### config.mk
export PLATFORM = sky130hd
export DESIGN_NAME = oven_clock_setter
export DESIGN_NICKNAME = d
export VERILOG_FILES = /design/src/rtl/oven_clock_setter.sv
export SDC_FILE = /design/constraint.sdc
export NUM_CORES = 1
export LEC_CHECK = 0
export BUFFER_PORTS_ARGS = -buffer_cell sky130_fd_sc_hd__buf_4
export CORE_MARGIN = 10
export CORE_UTILIZATION = 45
export DETAILED_ROUTE_END_ITERATION = 8
export HOLD_SLACK_MARGIN = 0.08
export PLACE_DENSITY_LB_ADDON = 0.12
export SYNTH_ARGS = -nofsm -noshare
export SYNTH_HDL_FRONTEND = slang
export SYNTH_SLANG_ARGS = --single-unit
### constraint.sdc
create_clock -name clk -period 5.5 [get_ports clk]
set_clock_uncertainty 0.05 [all_clocks]
set_input_delay 0.275 -clock clk [delete_from_list [all_inputs] [get_ports clk]]
set_output_delay 0.275 -clock clk [all_outputs]
set_load 0.005 [all_outputs]
### src/rtl/oven_clock_setter.sv
`default_nettype none
// ============================================================================
// Module      : oven_clock_setter
// Description : Front-panel time-set controller for the oven clock. Debounces
//               the MODE and INC buttons, walks RUN / SET_HOUR / SET_MIN,
//               edits a shadow BCD hh:mm, and issues a one-cycle load pulse
//               to the time-of-day counter. Drives per-field blink masks.
// Revision    : 1.0 - initial release
// ============================================================================
module oven_clock_setter #(
    parameter int DB_CYCLES     = 1_000_000,
    parameter int BLINK_HALF    = 12_500_000,
    parameter int HOLD_CYCLES   = 50_000_000,
    parameter int REPEAT_CYCLES = 10_000_000
) (
    input  logic       clk,
    input  logic       rst_n,
    input  logic       btn_mode,
    input  logic       btn_inc,
    input  logic [3:0] cur_min1,
    input  logic [3:0] cur_min2,
    input  logic [3:0] cur_hour1,
    input  logic [3:0] cur_hour2,
    output logic [3:0] set_min1,
    output logic [3:0] set_min2,
    output logic [3:0] set_hour1,
    output logic [3:0] set_hour2,
    output logic       load,
    output logic       setting,
    output logic       blank_hours,
    output logic       blank_mins,
    output logic [1:0] state
);

    typedef enum logic [1:0] {
        ST_RUN      = 2'd0,
        ST_SET_HOUR = 2'd1,
        ST_SET_MIN  = 2'd2
    } state_t;

    localparam int DB_W    = $clog2(DB_CYCLES + 1);
    localparam int BLINK_W = $clog2(BLINK_HALF + 1);
    localparam int HOLD_W  = $clog2(HOLD_CYCLES + 1);
    localparam int REP_W   = $clog2(REPEAT_CYCLES + 1);

    localparam logic [DB_W-1:0]    c_db_last    = DB_W'(DB_CYCLES - 1);
    localparam logic [BLINK_W-1:0] c_blink_last = BLINK_W'(BLINK_HALF - 1);
    localparam logic [HOLD_W-1:0]  c_hold_last  = HOLD_W'(HOLD_CYCLES - 1);
    localparam logic [HOLD_W-1:0]  c_hold_done  = HOLD_W'(HOLD_CYCLES);
    localparam logic [REP_W-1:0]   c_rep_last   = REP_W'(REPEAT_CYCLES - 1);

    // Button index 0 is MODE, index 1 is INC.
    logic [1:0]            w_raw_btn;
    logic [1:0]            sync1_q, sync1_d;
    logic [1:0]            sync2_q, sync2_d;
    logic [1:0]            stable_q, stable_d;
    logic [1:0]            press_q, press_d;
    logic [1:0][DB_W-1:0]  db_cnt_q, db_cnt_d;

    logic [HOLD_W-1:0]     hold_cnt_q, hold_cnt_d;
    logic [REP_W-1:0]      rep_cnt_q, rep_cnt_d;
    logic [BLINK_W-1:0]    blink_cnt_q, blink_cnt_d;
    logic                  phase_q, phase_d;

    state_t                state_q, state_d;
    logic                  load_q, load_d;
    logic                  setting_q, setting_d;
    logic                  blank_hours_q, blank_hours_d;
    logic                  blank_mins_q, blank_mins_d;
    logic [3:0]            set_min1_q, set_min1_d;
    logic [3:0]            set_min2_q, set_min2_d;
    logic [3:0]            set_hour1_q, set_hour1_d;
    logic [3:0]            set_hour2_q, set_hour2_d;

    logic                  w_mode_press;
    logic                  w_inc_press;
    logic                  w_rep_tick;
    logic                  w_incr_apply;
    logic [7:0]            w_hour_next;
    logic [7:0]            w_min_next;

    // Next BCD hour {tens, ones}; anything outside 00..22 lands on 00.
    function automatic logic [7:0] next_hour(input logic [3:0] tens,
                                             input logic [3:0] ones);
        logic [7:0] r;
        if (tens > 4'd2 || ones > 4'd9 || (tens == 4'd2 && ones >= 4'd3)) begin
            r = 8'h00;
        end else if (ones == 4'd9) begin
            r = {tens + 4'd1, 4'd0};
        end else begin
            r = {tens, ones + 4'd1};
        end
        return r;
    endfunction

    // Next BCD minute {tens, ones}; 59 and invalid values land on 00.
    function automatic logic [7:0] next_min(input logic [3:0] tens,
                                            input logic [3:0] ones);
        logic [7:0] r;
        if (tens > 4'd5 || ones > 4'd9 || (tens == 4'd5 && ones == 4'd9)) begin
            r = 8'h00;
        end else if (ones == 4'd9) begin
            r = {tens + 4'd1, 4'd0};
        end else begin
            r = {tens, ones + 4'd1};
        end
        return r;
    endfunction

    assign w_raw_btn    = {btn_inc, btn_mode};
    assign w_mode_press = press_q[0];
    assign w_inc_press  = press_q[1];
    assign w_hour_next  = next_hour(set_hour2_q, set_hour1_q);
    assign w_min_next   = next_min(set_min2_q, set_min1_q);

    // An increment only lands in a SET state, and a MODE press in the same
    // cycle takes priority over it.
    assign w_incr_apply = (w_inc_press || w_rep_tick) && !w_mode_press &&
                          (state_q != ST_RUN);

    // Synchronise both buttons, debounce them and form rising-edge presses.
    always_comb begin
        sync1_d  = w_raw_btn;
        sync2_d  = sync1_q;
        stable_d = stable_q;
        press_d  = 2'b00;
        db_cnt_d = '0;
        for (int i = 0; i < 2; i++) begin
            if (sync2_q[i] != stable_q[i]) begin
                if (db_cnt_q[i] == c_db_last) begin
                    stable_d[i] = sync2_q[i];
                    press_d[i]  = sync2_q[i];
                end else begin
                    db_cnt_d[i] = db_cnt_q[i] + 1'b1;
                end
            end
        end
    end

    // Auto-repeat: hold delay, then a tick every repeat period while INC stays
    // down in a SET state; any MODE press (always a state change) restarts it.
    always_comb begin
        hold_cnt_d = hold_cnt_q;
        rep_cnt_d  = rep_cnt_q;
        w_rep_tick = 1'b0;
        if (state_q == ST_RUN || !stable_q[1] || w_mode_press) begin
            hold_cnt_d = '0;
            rep_cnt_d  = '0;
        end else if (hold_cnt_q != c_hold_done) begin
            hold_cnt_d = hold_cnt_q + 1'b1;
            if (hold_cnt_q == c_hold_last) begin
                w_rep_tick = 1'b1;
            end
        end else if (rep_cnt_q == c_rep_last) begin
            rep_cnt_d  = '0;
            w_rep_tick = 1'b1;
        end else begin
            rep_cnt_d = rep_cnt_q + 1'b1;
        end
    end

    // Mode state machine, snapshot of the live time and field edits.
    always_comb begin
        state_d     = state_q;
        load_d      = 1'b0;
        set_min1_d  = set_min1_q;
        set_min2_d  = set_min2_q;
        set_hour1_d = set_hour1_q;
        set_hour2_d = set_hour2_q;
        case (state_q)
            ST_RUN: begin
                if (w_mode_press) begin
                    state_d     = ST_SET_HOUR;
                    set_min1_d  = cur_min1;
                    set_min2_d  = cur_min2;
                    set_hour1_d = cur_hour1;
                    set_hour2_d = cur_hour2;
                end
            end
            ST_SET_HOUR: begin
                if (w_mode_press) begin
                    state_d = ST_SET_MIN;
                end else if (w_incr_apply) begin
                    set_hour2_d = w_hour_next[7:4];
                    set_hour1_d = w_hour_next[3:0];
                end
            end
            ST_SET_MIN: begin
                if (w_mode_press) begin
                    state_d = ST_RUN;
                    load_d  = 1'b1;
                end else if (w_incr_apply) begin
                    set_min2_d = w_min_next[7:4];
                    set_min1_d = w_min_next[3:0];
                end
            end
            default: begin
                state_d = ST_RUN;
            end
        endcase
        setting_d = (state_d != ST_RUN);
    end

    // Blink phase restarts visible on every state entry and every edit.
    always_comb begin
        blink_cnt_d = blink_cnt_q;
        phase_d     = phase_q;
        if (w_mode_press || w_incr_apply || state_q == ST_RUN) begin
            blink_cnt_d = '0;
            phase_d     = 1'b0;
        end else if (blink_cnt_q == c_blink_last) begin
            blink_cnt_d = '0;
            phase_d     = ~phase_q;
        end else begin
            blink_cnt_d = blink_cnt_q + 1'b1;
        end
        blank_hours_d = (state_d == ST_SET_HOUR) && phase_d;
        blank_mins_d  = (state_d == ST_SET_MIN) && phase_d;
    end

    // Button synchroniser and debounce registers.
    always_ff @(posedge clk or negedge rst_n) begin
        if (!rst_n) begin
            sync1_q  <= '0;
            sync2_q  <= '0;
            stable_q <= '0;
            press_q  <= '0;
            db_cnt_q <= '0;
        end else begin
            sync1_q  <= sync1_d;
            sync2_q  <= sync2_d;
            stable_q <= stable_d;
            press_q  <= press_d;
            db_cnt_q <= db_cnt_d;
        end
    end

    // Control, timer and output registers.
    always_ff @(posedge clk or negedge rst_n) begin
        if (!rst_n) begin
            state_q       <= ST_RUN;
            load_q        <= 1'b0;
            setting_q     <= 1'b0;
            blank_hours_q <= 1'b0;
            blank_mins_q  <= 1'b0;
            set_min1_q    <= '0;
            set_min2_q    <= '0;
            set_hour1_q   <= '0;
            set_hour2_q   <= '0;
            hold_cnt_q    <= '0;
            rep_cnt_q     <= '0;
            blink_cnt_q   <= '0;
            phase_q       <= 1'b0;
        end else begin
            state_q       <= state_d;
            load_q        <= load_d;
            setting_q     <= setting_d;
            blank_hours_q <= blank_hours_d;
            blank_mins_q  <= blank_mins_d;
            set_min1_q    <= set_min1_d;
            set_min2_q    <= set_min2_d;
            set_hour1_q   <= set_hour1_d;
            set_hour2_q   <= set_hour2_d;
            hold_cnt_q    <= hold_cnt_d;
            rep_cnt_q     <= rep_cnt_d;
            blink_cnt_q   <= blink_cnt_d;
            phase_q       <= phase_d;
        end
    end

    assign state       = state_q;
    assign load        = load_q;
    assign setting     = setting_q;
    assign blank_hours = blank_hours_q;
    assign blank_mins  = blank_mins_q;
    assign set_min1    = set_min1_q;
    assign set_min2    = set_min2_q;
    assign set_hour1   = set_hour1_q;
    assign set_hour2   = set_hour2_q;

endmodule
`default_nettype wire
==> results of run 1 <==
## repair_timing
action	in CTS	in global routing
resized for setup	0	0
setup buffers	0	0
hold buffers	8	0
endpoints found under the hold margin	95	0
## cells in the final DEF (no fill, tap or decap), drive strengths merged, types with 5 or more instances in the layout
cell	netlist	layout
a21o	5	5
a21oi	37	37
a31oi	10	10
and3	21	21
and4	8	8
buf	7	43
clkbuf	17	20
clkinv	0	5
dfrtp	145	145
dlygate4sd3	0	8
ha	11	11
inv	23	28
mux2	5	5
nand2	56	56
nand2b	8	8
nand3	51	51
nand4	25	25
nor2	114	114
nor3	21	21
nor3b	9	9
nor4	10	10
nor4b	9	9
nor4bb	5	5
o21ai	42	42
or2	5	5
or3	18	18
xnor2	30	30
xor2	51	51
## worst max-delay path, delay by kind of cell (launching register included)
family,cells,cell delay (ps)
AOI/OAI and AO/OA,1,170
DFF,1,380
and+or+nand+nor,5,1830
adders and majority gates,1,190
## cell families (layout without fill, tap and decap cells)
kind of cell             count (synthesis)  in the layout  share of synthesized area, %
flip-flops                             145            145                          48.8
XOR/XNOR                                81             81                          9.53
adder cells (fa/ha/maj)                 11             11                          1.85
buffers and inverters                   47            106                          2.71
AND/OR/NAND/NOR                        375            375                          26.3
AO/OA/AOI/OAI                          118            118                          9.67
multiplexers                             8              8                          1.16
## worst max path at each step
stage,from,endpoint,slack (ps),cells past startpoint
after global routing,hold_cnt_q[0],blink_cnt_q[8],2300,8
final,rep_cnt_q[0],blink_cnt_q[16],2730,7
after detailed placement,hold_cnt_q[0],blink_cnt_q[16],2710,8
after CTS,hold_cnt_q[0],blink_cnt_q[16],2680,8
after floorplan,hold_cnt_q[10],set_min2[2],3210,6
after global placement,hold_cnt_q[0],blink_cnt_q[12],2810,8
## final cells by class
cell class                 count  area, µm²
fill                        1416       7510
sequential                   145       3630
multi-input combinational    593       3610
clock buffer                  20        447
timing repair buffer          51        407
tap                          216        270
clock inverter                12        101
inverter                      23       86.3
## state kept, by name, summed over array words and instances, names as in the netlist, 4 cells and up
register     cells
blink_cnt_q     24
db_cnt_q        40
hold_cnt_q      26
rep_cnt_q       24
set_hour1        4
set_hour2        4
set_min1         4
set_min2         4
## where the power goes
group	internal [mW]	switching, mW
Clock	0.599	0.470
Combinational	0.0184	0.0319
Sequential	1.07	0.00450
Total	1.69	0.506
## synth_stat cells, types with 3 or more instances
cell and n:
ha_1 11, o31ai_1 3, nand3_1 51, o21ai_0 15, nand2b_1 7, buf_6 3, a31oi_1 10, a211o_1 3
nand3b_1 3, nor2b_1 3, nor3b_1 9, nand4_1 25, mux2i_1 3, o21a_1 3, clkbuf_1 17, and3_1 21
and4_1 8, or3_1 18, inv_1 23, nor4_1 9, xor2_1 51, o21ai_1 25, nor2_1 112, dfrtp_1 145
nor4bb_1 5, a21o_1 5, a21oi_1 37, nor3_1 21, nor4b_1 9, nand2_1 56, xnor2_1 30, mux2_2 3
## layer usage
layer / global-route usage [%] / up-vias / part of all wire [%]
met3: 3.61 / 8 / 2.7
met5: 0 / - / 0
met4: 3.87 / 0 / 0.66
met2: 23.6 / 58 / 49
li1: - / 2861 / -
met1: 19.0 / 2825 / 47
## stage by stage
step                setup WS (ps)  power, mW  instance area, µm²  instances  util (%)
detailed placement           2710       1.14                7920       1020      49.3
CTS                          2680       2.23                8550       1060      53.2
global route                 2300       2.28                8550       1060      53.2
floorplan                    3210       1.11                7440        785         -
finish                       2730       2.20                8550       1060      53.2
global placement             2810       1.14                7920       1020      49.3
==> flow_summary.toml, run 1 <==
[outcome]
status = "finished, final reports clean"

[route]
first_pass_iters = 5
drt_iter0_drc = 278
wire_per_inst_um = 14.6
route.detailed.drc = 0
via_per_inst = 5.43
via_count = 5752
wl_mm = 15.5
ant_nets = 0

[pwr]
peakVddDrop_mv = 0.217
power_density_mw_per_mm2 = 257
p_leak_nw = 3.62

[yosys]
postSynth.asyncResetShare_pct = 100
yosysTopAreaCell = "dfrtp_1"
syn_avg_cell_area_um2 = 9.48
syn-cell-area_mm2 = 0.00744
ys.flop_type = "dfrtp_1"
synth_enable_flop_cells = 0
synth_cell_type_count = 63
synth-seq-cells = 145
synth_cells = 785
synthTopCellsByArea = "dfrtp_1 49%, xor2_1 6.0%, nor2_1 5.6%"
yosysTopAreaCellShare_pct = 48.8
ys_seq_area_share_pct = 48.8
yosysWarnings = 0
synth.net_count = 816

[floorplan]
num_rows = 46
fp.dieH_um = 149
io_pins = 42
die_area_mm2 = 0.0221
die_w_um = 149
core_area_mm2 = 0.0161
initial_core_util_pct = 46.3

[placed_design]
portBuffers = 41
dp.final_hpwl_mm = 10.6
routabilityCongestion = 0.805

[final_layout]
area_growth_pct = 14.9
drive_above_1_share_pct = 10.8
final_nets = 862
antenna_cells = 0

[sta]
slew-limit-headroom_pct = 32.9
fmax_mhz = 361
timing.hold.ws_ps = 93.4
rsz0062_at_grt = "false"
worst_slew_pin_slew_ps = 1000
setup_tns_ps = 0
finalCriticalPeriod_ps = 2770
finalMaxSlewViolations = 0
setup_viol = 0
final.period_utilization_pct = 50.3
final-hold-violation-count = 0

[setup_path]
crit_arrival_ps = 2980
worstSetupStartpointType = "flop"
r2r-start = "rep_cnt_q[0]"
cpMostUsedCell = "nand4_1"
crit_path_end_kind = "flop"
r2r_end = "blink_cnt_q[16]"
path_cells = "ha_1, and3_1, nand4_1, nor3_1, o21ai_1, nand4_1, nor2_1"
r2r_slack_ps = 2730
slowest_stage = "nand4_1"
worstPathRequired_ps = 5710
cp_slowest_stage_delay_ps = 700
ff2ff_path_depth = 7
crit_type = "flop to flop"
critPathMaxFanout = 23

[clock_network]
cts_max_path_buffers = 2
h-tree-depth = 4
cts_tree = "yes"
path_clk_slew_ps = 60
clock_latency_ps = 420
cts-root-buf = "clkbuf_16"
clock_sinks = 145
cts-buffers-inserted = 17

[worst_hold_path]
hold_end = "set_hour1[0]"
hp-class = "input port to flop"
holdPathStages = 3
min_from = "cur_hour1[0]"

[global_routing]
grt_max_degree = 90
grt_pass1_vias = 5687
grt-ovfl-total = 0
grt_pass1_wl_mm = 27.2
antenna_found_initial = 0
grtUsageTotal_pct = 14.6

[run]
max_cap_viol_count = 0
Power figures use the tool's default switching activity.
==> run 2, diff against run 1 <==
clock period = 2.6 ns   (was 5.5 ns; I/O delays follow)
==> run 2 against run 1 <==
Compared with the run above:
- via count grew 2.5%
- critical path depth shrank 1
- final cell count grew 3.3%
- fmax grew 12%
- sequential power grew 110%
- die area is the same
- critical endpoint is now rep_cnt_q[7]
- largest power group is now the clock network
==> flow_summary.toml, run 2 (synthesis results as in run 1) <==
[sta]
fin_ws_ps = 130
fmax_mhz = 405
worst_slew_pin_slew_ps = 1090
setup_tns_ps = 0
finalMaxSlewViolations = 0
rsz0062_at_grt = "false"
setup_viol = 0
slew-limit-headroom_pct = 27.3
final.period_utilization_pct = 95.0
finalCriticalPeriod_ps = 2470
final-hold-violation-count = 0

[placed_design]
placed_cells = 1043
routabilityCongestion = 0.843
portBuffers = 41
dp.final_hpwl_mm = 11.1
place_ws_ps = 129

[final_layout]
n_fill_cell = 1375
final_cell_mix = "145 x dfrtp_1, 112 x nor2_1, 65 x buf_4, 56 x nand2_1"
layout_commonest_cell = "dfrtp_1"
seq_area_mm2 = 0.00363
post_layout_nonfiller_instances = 1095
largest_register_ffs = 40
largest_register = "db_cnt_q"
top_regs = "db_cnt_q x40, hold_cnt_q x26"
area_growth_pct = 19.7
antenna_cells = 0
final_nets = 897
drive_above_1_share_pct = 13.5
multi_input_area_mm2 = 0.00362

[setup_path]
worstSetupStartpointType = "flop"
slowest_stage = "or2_4"
crit_arrival_ps = 2760
worstPathRequired_ps = 2890
critPathMaxFanout = 15
ff2ff_path_depth = 6
crit_family = "simple AND/OR/NAND/NOR gates"
cp_slowest_stage_delay_ps = 420
path_cells = "or3_1, nor3_1, o2111ai_2, or2_4, or3_1, o21ai_1"
r2r-start = "hold_cnt_q[10]"
crit_path_end_kind = "flop"
r2r_end = "rep_cnt_q[7]"
r2r_slack_ps = 130
cpMostUsedCell = "or3_1"
crit_type = "flop to flop"
crit_buf_inv = 0

[route]
wl_mm = 16.0
first_pass_iters = 5
met1_length_mm = 7.62
dr_wl_met2_mm = 7.72
highest_layer = "met4"
via_count = 5895
wire_per_inst_um = 14.6
drt_iter0_drc = 387
route.detailed.drc = 0
route.met3.wl_um = 475
via_per_inst = 5.38
ant_nets = 0

[floorplan]
initial_core_util_pct = 46.3
io_pins = 42
core_area_mm2 = 0.0161
num_rows = 46
die_w_um = 149
die_area_mm2 = 0.0221
fp.dieH_um = 149

[pwr]
p_leak_nw = 3.82
switchingPower_mw = 1.10
peakVddDrop_mv = 0.590
power.internal_mw = 3.72
clkPwrFrac_pct = 50.3
combPwrFrac_pct = 2.6
seqPwrFrac_pct = 47.1
switching_share_pct = 22.9
power_density_mw_per_mm2 = 542

[global_routing]
grt_pass1_wl_mm = 28.0
grt_pass1_vias = 5827
antenna_found_initial = 0
grtUsageTotal_pct = 15.0
grt-ovfl-total = 0
grt_max_degree = 81

[clock_network]
clock_latency_ps = 420
h-tree-depth = 4
cts-buffers-inserted = 17
cts-root-buf = "clkbuf_16"
cts_tree = "yes"
path_clk_slew_ps = 60
cts_max_path_buffers = 2
clock_sinks = 145

[outcome]
status = "finished, final reports clean"

[run]
max_cap_viol_count = 0

[worst_hold_path]
hp-class = "input port to asynchronous set/reset pin"
==> run 2: changes by cell type in the layout (fill, tap and decap cells not counted), moves of 2 or more <==
cell	change
buf_4	+23
clkbuf_1	-2
clkinv_4	-2
dlygate4sd3_1	+11
inv_8	+2
==> run 2: worst max path at each step <==
stage / start / to / slack, ps / depth (start not counted)
2_1_floorplan: hold_cnt_q[10] / set_min2[2] / 310 / 6
3_3_place_gp: rep_cnt_q[22] / set_hour2[1] / 180 / 6
6_report: hold_cnt_q[10] / rep_cnt_q[7] / 130 / 6
4_1_cts: hold_cnt_q[0] / set_hour2[1] / 100 / 8
5_1_grt: state[1] / rep_cnt_q[14] / 0.9 / 6
3_5_place_dp: hold_cnt_q[0] / set_min2[3] / 130 / 9
==> run 2: metrics by stage <==
stage | total power, mW | util (%) | area [µm²] | hold slack, ps
after detailed placement | 2.42 | 50.5 | 8110 | -10.5
after CTS | 4.90 | 55.4 | 8890 | 121
after global routing | 5.01 | 55.5 | 8910 | 139
after global placement | 2.42 | 50.5 | 8110 | -12.1
final | 4.83 | 55.5 | 8910 | 119
after floorplan | 2.34 | - | 7440 | -216
==> run 2: power by group through the flow <==
stage / Clock [mW] / Combinational [mW] / Sequential [mW]
2_1_floorplan: 0 / 0.0253 / 2.32
4_1_cts: 2.50 / 0.128 / 2.28
5_1_grt: 2.60 / 0.142 / 2.28
3_5_place_dp: 0 / 0.105 / 2.32
3_3_place_gp: 0 / 0.103 / 2.32
6_report: 2.43 / 0.124 / 2.28
==> run 2: what timing repair did <==
action	in CTS	in global routing
endpoints found under the hold margin	163	0
hold buffers	19	0
setup buffers	0	1
gates resized for setup	0	2
setup endpoints to repair	0	50
==> run 2: layer usage <==
layer / vias up / track usage (%)
met5: - / 0
met2: 84 / 23.7
met3: 17 / 3.52
met1: 2860 / 20.1
li1: 2934 / -
met4: 0 / 4.31
==> run 2: worst register-to-register path: stages, from the launching register on <==
cell and delay (ps):
dfrtp_1 410, or3_1 400, nor3_1 310, o2111ai_2 360, or2_4 420, or3_1 380
o21ai_1 80
==> run 2: cell type report <==
| type | instances | area share (%) |
|---|---|---|
| sequential | 145 | 40.7 |
| inverter | 23 | 0.969 |
| clock buffer | 19 | 5.08 |
| timing repair buffer | 86 | 7.96 |
| tap | 216 | 3.03 |
| multi-input combinational | 593 | 40.7 |
| clock inverter | 13 | 1.57 |
